--- config.mk ---
export PLATFORM = sky130hd
export DESIGN_NAME = mem_arbiter_flat
export DESIGN_NICKNAME = d
export VERILOG_FILES = /design/src/rtl/mem_arbiter_if.sv /design/src/rtl/mem_arbiter.sv /design/src/flat_wrapper.sv
export SDC_FILE = /design/constraint.sdc
export NUM_CORES = 1
export LEC_CHECK = 0
export BUFFER_PORTS_ARGS = -buffer_cell sky130_fd_sc_hd__buf_2
export CELL_PAD_IN_SITES_DETAIL_PLACEMENT = 0
export CELL_PAD_IN_SITES_GLOBAL_PLACEMENT = 2
export CORE_ASPECT_RATIO = 0.8
export CORE_MARGIN = 2
export CORE_UTILIZATION = 12
export CTS_CLUSTER_DIAMETER = 150
export DETAILED_ROUTE_END_ITERATION = 8
export GPL_TIMING_DRIVEN = 1
export MAX_ROUTING_LAYER = met4
export PLACE_DENSITY_LB_ADDON = 0.1
export SYNTH_ARGS = -nofsm -noshare
export SYNTH_HDL_FRONTEND = slang
export SYNTH_SLANG_ARGS = --single-unit
--- constraint.sdc ---
create_clock -name clk -period 1.2 [get_ports clk]
set_input_delay 0.18 -clock clk [delete_from_list [all_inputs] [get_ports clk]]
set_output_delay 0.18 -clock clk [all_outputs]
set_load 0.02 [all_outputs]
--- src/rtl/mem_arbiter_if.sv ---
// Requester, grant/response and RAM-side signals of the shared single-port RAM arbiter.
// slave = the arbiter itself; master = the core requesters plus the RAM instance around it.
interface mem_arbiter_if #(
  parameter int ADDR_W = 12,
  parameter int DATA_W = 32
);
  localparam int BE_W = DATA_W / 8;

  logic              if_req;
  logic [ADDR_W-1:0] if_addr;
  logic              if_gnt;
  logic              if_rvalid;
  logic [DATA_W-1:0] if_rdata;

  logic              d_req;
  logic              d_we;
  logic [ADDR_W-1:0] d_addr;
  logic [DATA_W-1:0] d_wdata;
  logic [BE_W-1:0]   d_be;
  logic              d_gnt;
  logic              d_rvalid;
  logic [DATA_W-1:0] d_rdata;

  logic              ram_en;
  logic              ram_we;
  logic [ADDR_W-1:0] ram_addr;
  logic [DATA_W-1:0] ram_wdata;
  logic [BE_W-1:0]   ram_be;
  logic [DATA_W-1:0] ram_rdata;

  modport slave (
    input  if_req, if_addr, d_req, d_we, d_addr, d_wdata, d_be, ram_rdata,
    output if_gnt, if_rvalid, if_rdata, d_gnt, d_rvalid, d_rdata,
           ram_en, ram_we, ram_addr, ram_wdata, ram_be
  );

  modport master (
    output if_req, if_addr, d_req, d_we, d_addr, d_wdata, d_be, ram_rdata,
    input  if_gnt, if_rvalid, if_rdata, d_gnt, d_rvalid, d_rdata,
           ram_en, ram_we, ram_addr, ram_wdata, ram_be
  );
endinterface

--- src/rtl/mem_arbiter.sv ---
// Fetch/data arbiter for the single-port RAM: same-cycle grant, read data routed 1 cycle later.
// Backpressure: a requester holds req until gnt; data has priority, fetch forced after STARVE_MAX denials.
module mem_arbiter #(
  parameter int ADDR_W     = 12,
  parameter int DATA_W     = 32,
  parameter int STARVE_MAX = 4
) (
  input  logic          clk,
  input  logic          reset_n,
  mem_arbiter_if.slave  bus
);
  localparam int BE_W  = DATA_W / 8;
  localparam int CNT_W = $clog2(STARVE_MAX + 1);

  typedef enum logic [1:0] {IDLE, RD_IF, RD_D} owner_t;

  owner_t            owner, owner_nxt;
  logic [CNT_W-1:0]  starve_cnt;
  logic              force_if;
  logic              if_gnt, d_gnt;
  logic              if_rvalid, d_rvalid;

  always_comb begin
    force_if = (starve_cnt >= CNT_W'(STARVE_MAX));
    d_gnt    = reset_n & bus.d_req & ~(bus.if_req & force_if);
    if_gnt   = reset_n & bus.if_req & ~d_gnt;
  end

  assign bus.if_gnt = if_gnt;
  assign bus.d_gnt  = d_gnt;

  // Winner's request goes to the RAM; byte enables only mean something on stores.
  always_comb begin
    bus.ram_en    = 1'b0;
    bus.ram_we    = 1'b0;
    bus.ram_addr  = '0;
    bus.ram_wdata = '0;
    bus.ram_be    = '0;
    if (d_gnt) begin
      bus.ram_en    = 1'b1;
      bus.ram_we    = bus.d_we;
      bus.ram_addr  = bus.d_addr;
      bus.ram_wdata = bus.d_wdata;
      bus.ram_be    = bus.d_we ? bus.d_be : {BE_W{1'b0}};
    end else if (if_gnt) begin
      bus.ram_en    = 1'b1;
      bus.ram_addr  = bus.if_addr;
    end
  end

  always_comb begin
    owner_nxt = IDLE;
    if (if_gnt)
      owner_nxt = RD_IF;
    else if (d_gnt && !bus.d_we)
      owner_nxt = RD_D;
  end

  always_ff @(posedge clk) begin
    if (!reset_n)
      owner <= IDLE;
    else
      owner <= owner_nxt;
  end

  always_ff @(posedge clk) begin
    if (!reset_n || if_gnt || !bus.if_req)
      starve_cnt <= '0;
    else if (starve_cnt < CNT_W'(STARVE_MAX))
      starve_cnt <= starve_cnt + CNT_W'(1);
  end

  // Gating with reset_n drops a read that was in flight when reset arrived.
  assign if_rvalid     = reset_n && (owner == RD_IF);
  assign d_rvalid      = reset_n && (owner == RD_D);
  assign bus.if_rvalid = if_rvalid;
  assign bus.d_rvalid  = d_rvalid;
  assign bus.if_rdata  = if_rvalid ? bus.ram_rdata : '0;
  assign bus.d_rdata   = d_rvalid  ? bus.ram_rdata : '0;
endmodule

--- src/flat_wrapper.sv ---
// flat-port wrapper written by rule: the top's interface ports become plain ports
module mem_arbiter_flat 
#(
  parameter int ADDR_W     = 12,
  parameter int DATA_W     = 32,
  parameter int STARVE_MAX = 4
)
  (clk, reset_n, bus_if_req, bus_if_addr, bus_d_req, bus_d_we, bus_d_addr, bus_d_wdata, bus_d_be, bus_ram_rdata, bus_if_gnt, bus_if_rvalid, bus_if_rdata, bus_d_gnt, bus_d_rvalid, bus_d_rdata, bus_ram_en, bus_ram_we, bus_ram_addr, bus_ram_wdata, bus_ram_be);
  mem_arbiter_if #(.ADDR_W(ADDR_W), .DATA_W(DATA_W)) bus_i ();
  input  logic clk;
  input  logic reset_n;
  input wire logic [$bits(bus_i.if_req)-1:0] bus_if_req;
  input wire logic [$bits(bus_i.if_addr)-1:0] bus_if_addr;
  input wire logic [$bits(bus_i.d_req)-1:0] bus_d_req;
  input wire logic [$bits(bus_i.d_we)-1:0] bus_d_we;
  input wire logic [$bits(bus_i.d_addr)-1:0] bus_d_addr;
  input wire logic [$bits(bus_i.d_wdata)-1:0] bus_d_wdata;
  input wire logic [$bits(bus_i.d_be)-1:0] bus_d_be;
  input wire logic [$bits(bus_i.ram_rdata)-1:0] bus_ram_rdata;
  output wire logic [$bits(bus_i.if_gnt)-1:0] bus_if_gnt;
  output wire logic [$bits(bus_i.if_rvalid)-1:0] bus_if_rvalid;
  output wire logic [$bits(bus_i.if_rdata)-1:0] bus_if_rdata;
  output wire logic [$bits(bus_i.d_gnt)-1:0] bus_d_gnt;
  output wire logic [$bits(bus_i.d_rvalid)-1:0] bus_d_rvalid;
  output wire logic [$bits(bus_i.d_rdata)-1:0] bus_d_rdata;
  output wire logic [$bits(bus_i.ram_en)-1:0] bus_ram_en;
  output wire logic [$bits(bus_i.ram_we)-1:0] bus_ram_we;
  output wire logic [$bits(bus_i.ram_addr)-1:0] bus_ram_addr;
  output wire logic [$bits(bus_i.ram_wdata)-1:0] bus_ram_wdata;
  output wire logic [$bits(bus_i.ram_be)-1:0] bus_ram_be;
  assign bus_i.if_req = bus_if_req;
  assign bus_i.if_addr = bus_if_addr;
  assign bus_i.d_req = bus_d_req;
  assign bus_i.d_we = bus_d_we;
  assign bus_i.d_addr = bus_d_addr;
  assign bus_i.d_wdata = bus_d_wdata;
  assign bus_i.d_be = bus_d_be;
  assign bus_i.ram_rdata = bus_ram_rdata;
  assign bus_if_gnt = bus_i.if_gnt;
  assign bus_if_rvalid = bus_i.if_rvalid;
  assign bus_if_rdata = bus_i.if_rdata;
  assign bus_d_gnt = bus_i.d_gnt;
  assign bus_d_rvalid = bus_i.d_rvalid;
  assign bus_d_rdata = bus_i.d_rdata;
  assign bus_ram_en = bus_i.ram_en;
  assign bus_ram_we = bus_i.ram_we;
  assign bus_ram_addr = bus_i.ram_addr;
  assign bus_ram_wdata = bus_i.ram_wdata;
  assign bus_ram_be = bus_i.ram_be;
  mem_arbiter #(.ADDR_W(ADDR_W), .DATA_W(DATA_W), .STARVE_MAX(STARVE_MAX)) u_core (.clk(clk), .reset_n(reset_n), .bus(bus_i));
endmodule
==> run summary <==
===============================================================================
Result of the run                                                  complete, but fails checks
Violated checks                                                    setup timing
Number of global-route vias before repair                                  2055
HPWL after DPL                                                          5.45 mm
Area growth from synthesis to final layout                                 184%
CTS clock-pin slew for the worst setup and hold paths                   0.03 ns
Final-report hold violation count                                             0
Post-detailed-route wirelength per cell                                 12.6 um
Violation count after the first detailed-route iteration                     18
Most common cell on crit path                                             buf_6
Placed Instance Area                                                  2870 um^2
Vias after detailed routing                                                2219
Top achievable clock speed                                            0.667 GHz
Post-synthesis sequential area ratio                                     0.0729
Post-synth EDFFs                                                              0
Cell family with the largest share of critical-path delay          simple AND/OR/NAND/NOR gates
Class of the most critical setup path                                   reg2out
Critical path data required time                                        1.02 ns
Worst setup EP type                                                primary output
Total power draw                                                        1.67 mW
Worst slew margin relative to its limit                                   0.845
Worst slew pin tran                                                    0.233 ns
Setup repair after global routing missed its margin                        true
Clock buffers created by TritonCTS                                            3
Register bit count reported by yosys                                          5
Power per cell area                                                 429 nW/um^2
Cell area after synthesis                                             1370 um^2
Fin nets                                                                    513
Clock tree from TritonCTS                                                 built
Commonest cells after routing, fill and taps aside                 buf_2, buf_6, and2_4
Startpoint types                                                           flop
Average vias per placed instance                                           3.97
Post-synth net total                                                        289
Core box area                                                        11000 um^2
# setup viols final                                                         117
Share of cells above drive strength 1                                     0.826
P_leak                                                                  1.83 nW
PortBufs                                                                    214
Number of buffers on the longest clock path                                   2
Gp weighted congestion                                                    0.624
Hold WC Path Type                                                        in2reg
Remaining Overflow, GRT                                                       0
IO Count                                                                    215
Post-layout instance area                                             3900 um^2
Worst-skew pair later-pin latency                                       0.22 ns
DRC violations left                                                           0
Largest net degree at the start of global routing                            26
Worst endpoint data arrival time                                        1.32 ns
H-Tree Depth                                                                  1
Count of synthesis-stage warnings from yosys                                  0
Max-slew violations                                                           0
Number of sinks handled by clock tree synthesis                               5
Total of hold buffers inserted after clock tree synthesis                     0
Number of unique standard cell types used by synthesis                       27
Cell count after synthesis                                                  191
Die Outline Area                                                     12300 um^2
Die boundary height                                                     99.7 um
Overall die width                                                        124 um
Detailed-routing iteration count for the pre-antenna-repair pass              3
Mean Syn Cell Area                                                    7.19 um^2
Fraction of registers with async set/reset                                    0
Cell row count                                                               34
Count of maximum capacitance violations                                       0
First-pass GRT wire length                                              9.75 mm
Count of nets left with antenna violations after detail routing               0
Max FO, Critical Path                                                         8
Clock skew                                                           0.00170 ns
Cell with the largest stage delay on the worst path                     and3b_4
Min Tclk post-route                                                     1.50 ns
Ratio of final minimum period to clock period                              1.25
Top flip-flop cell by instance count after synthesis                    dfxtp_1
Peak VDD IR                                                            0.576 mV
Min setup slack post-route                                            -0.298 ns
Initial antenna violation count                                               1
Final wirelength                                                        7.07 mm
CP Cell Sequence                                                   and3b_4 > buf_6 > and2_4 > buf_6
Starting Density                                                          0.125
Commonest non-fill, non-tap cell in the layout                            buf_2
Worst path buffer plus inverter count                                         2
Cell at the root of the clock tree                                    clkbuf_16
Dpl ws                                                                -0.181 ns
GRT Total Usage                                                           0.101
Delay of the slowest cell on the worst path                             0.37 ns
===============================================================================
cell usage after synthesis, types with 2 or more instances:
library cell	count	area share
and2_1	50	0.23
nand2_1	33	0.090
nor3b_1	25	0.14
nor2_1	19	0.052
buf_2	9	0.033
nor3b_2	8	0.073
o32ai_2	8	0.095
buf_6	5	0.041
dfxtp_1	5	0.073
and4bb_2	4	0.036
buf_4	4	0.022
o32ai_1	4	0.025
clkbuf_1	2	0.0055
nand2b_1	2	0.0091
layer usage:
layer / part of all wire / routed length, um / GRT usage / vias up
met3: 0.11 / 762 / 0.0258 / 2
met1: 0.36 / 2540 / 0.108 / 995
met4: 0.00085 / 6 / 0.00524 / 0
met5: 0 / 0 / - / -
met2: 0.53 / 3770 / 0.194 / 131
li1: - / - / - / 1091
final timing paths:
path                                     start                                 to  slack, ns  depth (start not counted)
max                 u_core.owner[1]$_SDFF_PP0_                   bus_if_rdata[19]      -0.30                          4
min                                   bus_d_we         u_core.owner[1]$_SDFF_PP0_       0.21                          2
max reg2reg  u_core.starve_cnt[2]$_SDFFE_PP0N_         u_core.owner[1]$_SDFF_PP0_       0.25                          3
min reg2reg  u_core.starve_cnt[0]$_SDFFE_PP0N_  u_core.starve_cnt[0]$_SDFFE_PP0N_       0.42                          1
area by class of cell:
cell class | instances | area (um^2)
clock buffer | 4 | 78.8
sequential | 5 | 104
tap | 144 | 180
multi-input combinational | 165 | 1570
inverter | 1 | 3.75
fill | 1136 | 7120
timing repair buffer | 239 | 1950
antenna | 1 | 2.50
state kept, by name, summed over array words and instances, names as in the netlist:
signal / count
u_core.owner: 2
u_core.starve_cnt: 3
worst reg2reg max path: stages, from the launching register on:
cell	delay, ns
dfxtp_2	0.35
and2_4	0.22
buf_6	0.21
nor3_2	0.06
metrics by stage:
step                hold slack, ns   util  setup TNS, ns  std cells
floorplan                    0.250      -          -3.16        191
global placement             0.413  0.261          -5.22        548
detailed placement           0.414  0.261          -5.93        548
CTS                          0.211  0.323         -25.70        556
global route                 0.217  0.354         -31.34        559
finish                       0.208  0.354         -24.49        559
kinds of logic after synthesis:
| group | count (synthesis) | share of synthesized area |
|---|---|---|
| adders and majority gates | 1 | 0.00911 |
| AOI/OAI and AO/OA | 14 | 0.133 |
| DFF | 5 | 0.0729 |
| and+or+nand+nor | 149 | 0.678 |
| buffers and inverters | 22 | 0.107 |
power by group:
part	internal, mW	switching [mW]	total (mW)
Clock	0.439	0.0966	0.536
Combinational	0.496	0.466	0.961
Sequential	0.172	0.00290	0.175
Total	1.11	0.565	1.67
repair_timing:
| action | in CTS | in global routing |
|---|---|---|
| gates cloned | 2 | 1 |
| resized for setup | 172 | 103 |
| buffers inserted | 2 | 1 |
| pin swaps | 33 | 11 |
| setup endpoints to repair | 117 | 118 |
Power figures use the tool's default switching activity.
